==> config.mk <==
export PLATFORM = sky130hd
export DESIGN_NAME = decode_stage_v2
export DESIGN_NICKNAME = d
export VERILOG_FILES = /design/src/rtl/decode_stage_v2_pkg.sv /design/src/rtl/decode_stage_v2_regfile_bypass.sv /design/src/rtl/decode_stage_v2.sv
export SDC_FILE = /design/constraint.sdc
export NUM_CORES = 2
export LEC_CHECK = 0
export CAP_MARGIN = 40
export CORE_UTILIZATION = 50
export CTS_BUF_LIST = sky130_fd_sc_hd__clkbuf_4 sky130_fd_sc_hd__clkbuf_8
export DETAILED_ROUTE_END_ITERATION = 12
export PLACE_DENSITY = 0.68
export SYNTH_ARGS = -nofsm -noshare
export SYNTH_HDL_FRONTEND = slang
export SYNTH_SLANG_ARGS = --single-unit
==> constraint.sdc <==
create_clock -name clk -period 6.32 [get_ports clk]
set_input_delay 1.264 -clock clk [delete_from_list [all_inputs] [get_ports clk]]
set_output_delay 1.264 -clock clk [all_outputs]
set_load 0.01 [all_outputs]
==> src/rtl/decode_stage_v2_pkg.sv <==
// Shared decode definitions for the ID and EX stages.
// Holds the opcode constants, the ALUOp encoding, the bit positions of the
// 8-bit control word and a helper that maps an opcode to its control word.
// Any stage that consumes id_ex_ctrl should import this package rather than
// repeat the encodings.
package decode_stage_v2_pkg;

    localparam logic [5:0] OP_RTYPE = 6'h00;
    localparam logic [5:0] OP_LW    = 6'h23;
    localparam logic [5:0] OP_SW    = 6'h2B;
    localparam logic [5:0] OP_ADDI  = 6'h08;
    localparam logic [5:0] OP_BEQ   = 6'h04;
    localparam logic [5:0] OP_BNE   = 6'h05;
    localparam logic [5:0] OP_J     = 6'h02;

    // ALU_SUB is reserved for the execute stage; branches resolve in ID and
    // therefore never send it down the pipe.
    typedef enum logic [1:0] {
        ALU_ADD   = 2'b00,
        ALU_SUB   = 2'b01,
        ALU_FUNCT = 2'b10
    } alu_op_e;

    // Bit positions inside id_ex_ctrl.
    localparam int CTRL_REG_DST    = 7;
    localparam int CTRL_ALU_SRC    = 6;
    localparam int CTRL_ALU_OP_HI  = 5;
    localparam int CTRL_ALU_OP_LO  = 4;
    localparam int CTRL_MEM_WRITE  = 3;
    localparam int CTRL_MEM_READ   = 2;
    localparam int CTRL_MEM_TO_REG = 1;
    localparam int CTRL_REG_WRITE  = 0;

    // Member order matches the bit positions above (first member is bit 7).
    typedef struct packed {
        logic    reg_dst;
        logic    alu_src;
        alu_op_e alu_op;
        logic    mem_write;
        logic    mem_read;
        logic    mem_to_reg;
        logic    reg_write;
    } ctrl_t;

    // Branches, jumps and unknown opcodes produce an all-zero control word.
    function automatic ctrl_t decode_ctrl(input logic [5:0] opcode);
        ctrl_t c;
        c = '0;
        case (opcode)
            OP_RTYPE: begin
                c.reg_dst   = 1'b1;
                c.alu_op    = ALU_FUNCT;
                c.reg_write = 1'b1;
            end
            OP_LW: begin
                c.alu_src    = 1'b1;
                c.alu_op     = ALU_ADD;
                c.mem_read   = 1'b1;
                c.mem_to_reg = 1'b1;
                c.reg_write  = 1'b1;
            end
            OP_SW: begin
                c.alu_src   = 1'b1;
                c.alu_op    = ALU_ADD;
                c.mem_write = 1'b1;
            end
            OP_ADDI: begin
                c.alu_src   = 1'b1;
                c.alu_op    = ALU_ADD;
                c.reg_write = 1'b1;
            end
            default: c = '0;
        endcase
        return c;
    endfunction

endpackage

==> src/rtl/decode_stage_v2_regfile_bypass.sv <==
// Register file with two combinational read ports and one write port.
// Register 0 reads as zero and ignores writes. A read of the register being
// written in the same cycle returns the incoming write data.
// Ports:
//   clk, rst              clock, asynchronous active-low reset (clears all registers)
//   we, wr_addr, wr_data  write port
//   rd_addr1/2            read addresses
//   rd_data1/2            read data (bypassed)
module regfile_bypass #(
    parameter int DATA_W     = 32,
    parameter int REG_ADDR_W = 5
) (
    input  logic                  clk,
    input  logic                  rst,
    input  logic                  we,
    input  logic [REG_ADDR_W-1:0] wr_addr,
    input  logic [DATA_W-1:0]     wr_data,
    input  logic [REG_ADDR_W-1:0] rd_addr1,
    input  logic [REG_ADDR_W-1:0] rd_addr2,
    output logic [DATA_W-1:0]     rd_data1,
    output logic [DATA_W-1:0]     rd_data2
);

    localparam int NUM_REGS = 2 ** REG_ADDR_W;

    logic [DATA_W-1:0] regs [NUM_REGS];
    logic              wr_live;

    assign wr_live = we && (wr_addr != '0);

    // NOTE: this array is reset element by element because the pipeline must
    // see all-zero registers after reset; that forces flops rather than RAM.
    // NOTE: sequential state uses non-blocking assignments so every flop
    // samples pre-edge values, independent of block ordering.
    always_ff @(posedge clk or negedge rst) begin
        if (!rst) begin
            for (int i = 0; i < NUM_REGS; i++) regs[i] <= '0;
        end else if (wr_live) begin
            regs[wr_addr] <= wr_data;
        end
    end

    // NOTE: each output gets a default first so no path leaves it unassigned,
    // which would otherwise infer a latch.
    always_comb begin
        rd_data1 = regs[rd_addr1];
        rd_data2 = regs[rd_addr2];
        if (rd_addr1 == '0)                          rd_data1 = '0;
        else if (wr_live && (wr_addr == rd_addr1))   rd_data1 = wr_data;
        if (rd_addr2 == '0)                          rd_data2 = '0;
        else if (wr_live && (wr_addr == rd_addr2))   rd_data2 = wr_data;
    end

endmodule

==> src/rtl/decode_stage_v2.sv <==
// Instruction decode stage: register read with write-back bypass, branch and
// jump resolution with front-end redirect, and the ID/EX pipeline register.
// Ports:
//   clk, rst                      clock, asynchronous active-low reset
//   if_id_valid/instr/pc_plus4    IF/ID slot contents
//   stall_en                      load-use stall (inserts a bubble)
//   ex_hold                       downstream back-pressure (ID/EX holds)
//   wb_reg_write/wr_addr/wr_data  write-back port into the register file
//   id_rs, id_rt                  source fields for the hazard unit
//   redirect_valid/pc, if_id_flush  redirect for taken branches and jumps
//   id_ex_*                       registered ID/EX contents
//   bubble_cnt                    saturating count of bubbles inserted
module decode_stage_v2
    import decode_stage_v2_pkg::*;
#(
    parameter int DATA_W     = 32,
    parameter int REG_ADDR_W = 5,
    parameter int CNT_W      = 16
) (
    input  logic                  clk,
    input  logic                  rst,
    input  logic                  if_id_valid,
    input  logic [31:0]           if_id_instr,
    input  logic [31:0]           if_id_pc_plus4,
    input  logic                  stall_en,
    input  logic                  ex_hold,
    input  logic                  wb_reg_write,
    input  logic [REG_ADDR_W-1:0] wb_wr_addr,
    input  logic [DATA_W-1:0]     wb_wr_data,
    output logic [REG_ADDR_W-1:0] id_rs,
    output logic [REG_ADDR_W-1:0] id_rt,
    output logic                  redirect_valid,
    output logic [31:0]           redirect_pc,
    output logic                  if_id_flush,
    output logic                  id_ex_valid,
    output logic [7:0]            id_ex_ctrl,
    output logic [DATA_W-1:0]     id_ex_rd_data1,
    output logic [DATA_W-1:0]     id_ex_rd_data2,
    output logic [DATA_W-1:0]     id_ex_imm,
    output logic [REG_ADDR_W-1:0] id_ex_rs,
    output logic [REG_ADDR_W-1:0] id_ex_rt,
    output logic [REG_ADDR_W-1:0] id_ex_rd,
    output logic [CNT_W-1:0]      bubble_cnt
);

    logic [5:0]            opcode;
    logic [15:0]           imm16;
    logic [REG_ADDR_W-1:0] rd_field;
    logic [DATA_W-1:0]     rd_data1, rd_data2, imm_ext;
    logic [31:0]           branch_target, jump_target;
    logic                  front_ok, branch_taken, jump_taken;
    ctrl_t                 ctrl;

    assign opcode   = if_id_instr[31:26];
    assign imm16    = if_id_instr[15:0];
    assign id_rs    = REG_ADDR_W'(if_id_instr[25:21]);
    assign id_rt    = REG_ADDR_W'(if_id_instr[20:16]);
    assign rd_field = REG_ADDR_W'(if_id_instr[15:11]);
    assign imm_ext  = DATA_W'($signed(imm16));
    assign ctrl     = decode_ctrl(opcode);

    regfile_bypass #(
        .DATA_W     (DATA_W),
        .REG_ADDR_W (REG_ADDR_W)
    ) u_regfile (
        .clk      (clk),
        .rst      (rst),
        .we       (wb_reg_write),
        .wr_addr  (wb_wr_addr),
        .wr_data  (wb_wr_data),
        .rd_addr1 (id_rs),
        .rd_addr2 (id_rt),
        .rd_data1 (rd_data1),
        .rd_data2 (rd_data2)
    );

    // A redirect is only meaningful when this instruction actually advances;
    // a stalled or held slot will be presented again later.
    assign front_ok      = if_id_valid && !stall_en && !ex_hold;
    assign branch_taken  = front_ok &&
                           (((opcode == OP_BEQ) && (rd_data1 == rd_data2)) ||
                            ((opcode == OP_BNE) && (rd_data1 != rd_data2)));
    assign jump_taken    = front_ok && (opcode == OP_J);
    assign branch_target = if_id_pc_plus4 + {{14{imm16[15]}}, imm16, 2'b00};
    assign jump_target   = {if_id_pc_plus4[31:28], if_id_instr[25:0], 2'b00};

    assign redirect_valid = branch_taken || jump_taken;
    assign if_id_flush    = redirect_valid;
    assign redirect_pc    = (opcode == OP_J) ? jump_target : branch_target;

    // Priority: hold keeps everything, stall inserts a bubble (only valid and
    // ctrl matter for a bubble, so the data fields are left as they were).
    always_ff @(posedge clk or negedge rst) begin
        if (!rst) begin
            id_ex_valid    <= 1'b0;
            id_ex_ctrl     <= '0;
            id_ex_rd_data1 <= '0;
            id_ex_rd_data2 <= '0;
            id_ex_imm      <= '0;
            id_ex_rs       <= '0;
            id_ex_rt       <= '0;
            id_ex_rd       <= '0;
        end else if (!ex_hold) begin
            if (stall_en) begin
                id_ex_valid <= 1'b0;
                id_ex_ctrl  <= '0;
            end else begin
                id_ex_valid    <= if_id_valid;
                id_ex_ctrl     <= ctrl;
                id_ex_rd_data1 <= rd_data1;
                id_ex_rd_data2 <= rd_data2;
                id_ex_imm      <= imm_ext;
                id_ex_rs       <= id_rs;
                id_ex_rt       <= id_rt;
                id_ex_rd       <= rd_field;
            end
        end
    end

    always_ff @(posedge clk or negedge rst) begin
        if (!rst) begin
            bubble_cnt <= '0;
        end else if (stall_en && !ex_hold && (bubble_cnt != '1)) begin
            bubble_cnt <= bubble_cnt + 1'b1;
        end
    end

endmodule

* Word level (Yosys, flattened, before mapping)
Index checks and enable logic that the tools add are counted.
** Storage, ports and cells
- Output and inout bits :: 180
- Register bits after elaboration :: 1144
** Operators by class
- Muxes and demuxes :: 22
- Order comparisons :: 4
- Add/subtract/negate cells :: 2
- Bitwise operators :: 5
- Reduce and logical (&&, ||, !) cells :: 23
- Equality and inequality tests :: 11
** Operators by type and width (number)
- 1024-bit bitwise mux :: 1
- 32-bit binary-select mux with 5-bit select :: 2
- 32-bit two-way mux :: 10
- 32-bit demux with 5-bit select :: 1
- 32-bit adder :: 1
- 32-bit equality test :: 1
- 32-bit inequality test :: 1
- 6-bit >= comparator (second input constant) :: 3
- 5-bit NOT with 6-bit output :: 3
- 16-bit by 1-bit adder with 16-bit output (second input constant) :: 1
- 16-bit inequality test (second input constant) :: 1
- 6-bit by 3-bit equality test with 1-bit output (second input constant) :: 2
- 6-bit equality test (second input constant) :: 2
- 1-bit logical AND :: 12
- 5-bit equality test :: 2
- 5-bit zero test :: 2
- 8-bit two-way mux :: 1
- 6-bit by 2-bit equality test with 1-bit output (second input constant) :: 1
- 6-bit by 4-bit equality test with 1-bit output (second input constant) :: 1
- 6-bit zero test :: 1
- 6-bit by 1-bit < comparator with 1-bit output (second input constant) :: 1
- 3-bit OR reduction :: 2
- 1-bit two-way mux :: 5
- 5-bit nonzero test :: 1
- 5 further kinds :: 9

* Longest topological paths before layout
- Word-level depth :: 11
- Mapped depth :: 17
- Mapped depth without buffers :: 14

* Cells and area by module
Synthesis repeated with hierarchy kept, for this count alone.
** Second synthesis, totals
- Cells, all modules :: 4499
- Area, all modules :: 61690.4 um^2
** By module, submodules not included
- regfile_bypass :: times used 1, area each 55009.0 um^2, cells each 3867
- decode_stage_v2 :: times used 1, area each 6681.4 um^2, cells each 632

* Worst setup path before layout
No wires, ideal clock.
- Kind :: input port to output port
- From :: input port if_id_instr[21]
- To :: output port redirect_valid
- Path buffers :: 4
- Slack :: 0.677 ns
- Arrival :: 4.379 ns
- Cell stages on the path :: 14
- Data required time :: 5.056 ns
- Cell sequence :: buf_4 > buf_4 > buf_2 > mux4_2 > a22oi_1 > nand2_1 > a221oi_1 > xor2_1 > nor3_1 > nand4_1 > a2111oi_4 > mux2_4 > o221ai_2 > buf_4
** Between the ends
- Longest elaborated chain between the ends :: 11
** Ends and longest elaborated chain
- from (decl) :: RTL line decode_stage_v2.sv:23 : input logic [31:0] if_id_instr,
- 5-bit NOT with 6-bit output (not written as such) :: RTL line decode_stage_v2_regfile_bypass.sv:46 : rd_data1 = regs[rd_addr1];
- 32-bit binary-select mux with 5-bit select :: RTL line decode_stage_v2_regfile_bypass.sv:46
- 32-bit two-way mux (not written as such) (2 in a row) :: RTL line decode_stage_v2_regfile_bypass.sv:46
- 32-bit two-way mux :: RTL line decode_stage_v2_regfile_bypass.sv:49 : else if (wr_live && (wr_addr == rd_addr1)) rd_data1 = wr_data;
- 32-bit two-way mux * :: RTL line decode_stage_v2_regfile_bypass.sv:48 : if (rd_addr1 == '0) rd_data1 = '0;
- 32-bit equality test or 32-bit inequality test (tied branches) :: RTL line decode_stage_v2.sv:81, decode_stage_v2.sv:82
- 1-bit logical AND, on equally long branches :: RTL line decode_stage_v2.sv:81, decode_stage_v2.sv:82
- 1-bit logical OR * :: RTL line decode_stage_v2.sv:81 : (((opcode == OP_BEQ) && (rd_data1 == rd_data2)) ||
- 1-bit logical AND * :: RTL line decode_stage_v2.sv:80 : assign branch_taken = front_ok &&
- 1-bit logical OR * :: RTL line decode_stage_v2.sv:87 : assign redirect_valid = branch_taken || jump_taken;
- to (decl) :: RTL line decode_stage_v2.sv:32 : output logic redirect_valid,
Mark *: on every way between the ends. The rest lies on a longest branch, timed or not. The select of a mux whose other input is x is not followed.

* Worst setup path in the final report
- From :: input port if_id_instr[16]
- To :: output port redirect_valid
** Between the ends
- Longest elaborated chain between the ends :: 11
** Ends and longest elaborated chain
- 5-bit NOT with 6-bit output (not written as such) :: RTL line decode_stage_v2_regfile_bypass.sv:47 : rd_data2 = regs[rd_addr2];
- 32-bit binary-select mux with 5-bit select :: RTL line decode_stage_v2_regfile_bypass.sv:47
- 32-bit two-way mux (not written as such) (2 in a row) :: RTL line decode_stage_v2_regfile_bypass.sv:47
- 32-bit two-way mux :: RTL line decode_stage_v2_regfile_bypass.sv:51 : else if (wr_live && (wr_addr == rd_addr2)) rd_data2 = wr_data;
- 32-bit two-way mux * :: RTL line decode_stage_v2_regfile_bypass.sv:50 : if (rd_addr2 == '0) rd_data2 = '0;
- 32-bit equality test or 32-bit inequality test (tied branches) :: RTL line decode_stage_v2.sv:81, decode_stage_v2.sv:82
- 1-bit logical AND, on equally long branches :: RTL line decode_stage_v2.sv:81, decode_stage_v2.sv:82
- 1-bit logical OR * :: RTL line decode_stage_v2.sv:81
- 1-bit logical AND * :: RTL line decode_stage_v2.sv:80
- 1-bit logical OR * :: RTL line decode_stage_v2.sv:87
Marked as above.

==> impl_metrics.yaml <==
outcome:
  status: "finished, violations left"
  violations: "negative setup slack"
floorplanning:
  fp.dieW_microns: 353
  core.rowCount: 128
  fp.coreArea_sq_um: 122000
  io_pins: 287
  dieHeight_microns: 353
  initial_core_util: 0.505
  die_area_sq_um: 125000
finish:
  num-nets-final: 5180
  area_growth_syn_to_layout_pct: 22.4
  fillers: 9276
  drive_gt1_frac: 0.506
  seqCellArea_sq_um: 28400
  multi_input_area_sq_um: 31200
yosys:
  synth_top_cell_by_area: "dfrtp_1"
  synthFlopType: "dfrtp_1"
  post-synth-top-count-cell: "dfrtp_1"
  syn_inst: 4394
  synthTopCellsByArea: "dfrtp_1, mux2_2, mux4_2"
  synth_common_cells: "dfrtp_1, mux2_2, mux4_2"
  synth_edf_count: 0
  yosysTopAreaCellShare: 0.461
  syn_area_sq_um: 61600
  postSynthAreaPerCell_sq_um: 14.0
  seq_area_frac_synth: 0.461
  yosysUniqueCellTypes: 79
  synthArstFlopShare: 1.00
  synth-seq-cells: 1136
  ys_warn_count: 0
  syn-num-nets: 4532
worst_hold_path:
  hold_start: "u_regfile.regs[996]$_DFFE_PN0P_"
  hold_class: "flip-flop to flip-flop"
  min_to: "u_regfile.regs[996]$_DFFE_PN0P_"
  whs_path_depth: 0
clocking:
  h-tree-depth: 4
  cts_made_buffers: 189
  clk_path_buf_depth: 3
  clock-sinks: 1136
  cts.clk_slew.worst_paths_ps: 60
  hold_buffers: 0
  root_buffer: "clkbuf_8"
  tritoncts: "yes"
  clock_latency_ps: 930
setup_path:
  endpoint_kind: "primary output"
  start_kind: "input port"
  worstReg2RegEnd: "id_ex_rd_data2[31]$_DFFE_PN0P_"
  critPathArrivalTime_ps: 5160
  path_max_fanout: 11
  crit_chain: "bufbuf_16 -> mux4_1 -> mux4_2 -> nor2b_1 -> a221oi_2 -> xor2_1 -> nor3_2 -> nand4_1 -> a2111oi_4 -> buf_4 -> mux2_4 -> o221ai_4 -> buf_2"
  worst-setup-path-type: "input port to primary output"
  crit-reg2reg-launch: "u_regfile.regs[255]$_DFFE_PN0P_"
  r2r_slack_ps: 3910
  r2r_cells: 6
  slowest_delay_ps: 580
  cp.required_ps: 5060
  crit_slowest_cell: "mux4_1"
grt:
  antenna_found_initial: 9
  grt_pass1_wl_microns: 322000
  grt-ovfl-total: 0
  grt_pass1_vias: 45700
  grt_max_degree: 178
  grtUsageTotal: 0.356
timing:
  max_slew_margin: 0.322
  fin_ws_ps: -102
  period_needed_ps: 6420
  min_period_over_period: 1.02
  hold-worst-slack_ps: 395
  slew_violations: 0
  hold_violations: 0
  tightestPinTransition_ps: 1020
  fin_skew_ps: 31.9
  finalSetupViolCount: 3
  fmaxAchievable_mhz: 156
  rsz0062_at_grt: "true"
place:
  place_hpwl_microns: 150000
  dpl_worst_slack_ps: -1150
  io_buffers: 285
  place_congestion: 0.960
detailed_routing:
  first_iter_violations: 5624
  via_per_inst: 6.62
  via_count: 45200
  wire_per_inst_microns: 32.4
  antenna_left: 0
  drtPass1Iterations: 6
  drt-total-wl_microns: 221000
  drc_errors: 0
pwr:
  peakVddDrop_mv: 0.209
  p_leak_nw: 33.2
  power_density_nw_per_um2: 300
flow_run:
  maxCapViolations: 0
-- what timing repair did --
item	CTS	global route
gates cloned	4	1
pin swaps	13	9
gates resized for setup	62	34
setup buffers	36	7
setup endpoints to repair	5	14
-- worst max-delay path: cells and delay by family --
family                 cells  cell delay (ps)
AO/OA/AOI/OAI              3              910
XOR/XNOR                   1              130
buffers and inverters      3              710
multiplexers               3             1390
AND/OR/NAND/NOR            3              730
-- area by class of cell --
cell class	instances	area share
clock buffer	297	0.0500
antenna	4	0.000133
timing repair buffer	939	0.125
multi-input combinational	2756	0.414
inverter	20	0.000995
tap	1625	0.0270
clock inverter	45	0.00584
sequential	1136	0.377
-- cells in the final DEF, fill, tap and decap left out, types with 30 or more instances in the layout --
cell / count
mux2i_1: 83
buf_12: 97
clkbuf_4: 50
ha_1: 30
xor2_1: 32
mux4_2: 488
buf_4: 531
a21oi_1: 78
nor2_1: 68
a22oi_1: 82
nand2_1: 270
mux2_2: 1024
o21ai_0: 93
clkdlybuf4s50_1: 260
clkbuf_8: 247
dfrtp_1: 1136
xnor2_1: 40
-- cell families after synthesis --
group / Yosys count / share of synthesized area
xor+xnor: 77 / 0.0109
mux: 1612 / 0.386
buf+inv: 502 / 0.0398
flops: 1136 / 0.461
fa+ha+maj: 31 / 0.00642
other cells: 1 / 0.0000609
simple gates: 566 / 0.0423
compound gates: 469 / 0.0528
-- worst max path at each step --
stage / start / to / slack (ps) / depth (start not counted)
2_1_floorplan: if_id_instr[21] / redirect_valid / 680 / 14
3_3_place_gp: wb_wr_addr[1] / redirect_valid / -1160 / 17
3_5_place_dp: wb_wr_addr[1] / if_id_flush / -1150 / 17
4_1_cts: if_id_instr[21] / if_id_flush / 5 / 18
5_1_grt: if_id_instr[0] / redirect_pc[30] / -190 / 18
6_report: if_id_instr[16] / redirect_valid / -100 / 13
-- sequential cells by signal, indices dropped and copies added, names as in the netlist --
name / cells
id_ex_ctrl: 5
id_ex_rt: 5
bubble_cnt: 16
id_ex_rd_data2: 32
id_ex_rd_data1: 32
id_ex_rs: 5
id_ex_imm: 16
u_regfile.regs: 1024
id_ex_valid: 1
-- metrics by stage --
| stage | util | total power [mW] | TNS (ps) | cell area [sq um] | cells |
|---|---|---|---|---|---|
| floorplan | - | 12.9 | 0 | 61600 | 4394 |
| global placement | 0.572 | 15.1 | -2630 | 69800 | 6406 |
| detailed placement | 0.576 | 15.3 | -2490 | 70300 | 6429 |
| finish | 0.618 | 22.7 | -170 | 75400 | 6822 |
| CTS | 0.616 | 22.6 | 0 | 75200 | 6810 |
| global route | 0.618 | 23.5 | -613 | 75400 | 6820 |
-- routing by layer --
| metal | up-vias | GRT usage | wire [microns] |
|---|---|---|---|
| li1 | 18000 | - | - |
| met1 | 23700 | 0.481 | 85800 |
| met2 | 2847 | 0.526 | 98300 |
| met3 | 607 | 0.107 | 25300 |
| met4 | 8 | 0.174 | 11800 |
| met5 | - | 0 | 46 |
-- power by group --
part / total (mW) / switching [mW] / internal [mW]
combinational: 5.71 / 2.42 / 3.29
sequential: 9.71 / 1.06 / 8.65
clock: 7.23 / 3.22 / 4.02
total: 22.7 / 6.69 / 16.0
Note: power is estimated with default switching activity, not from simulation.
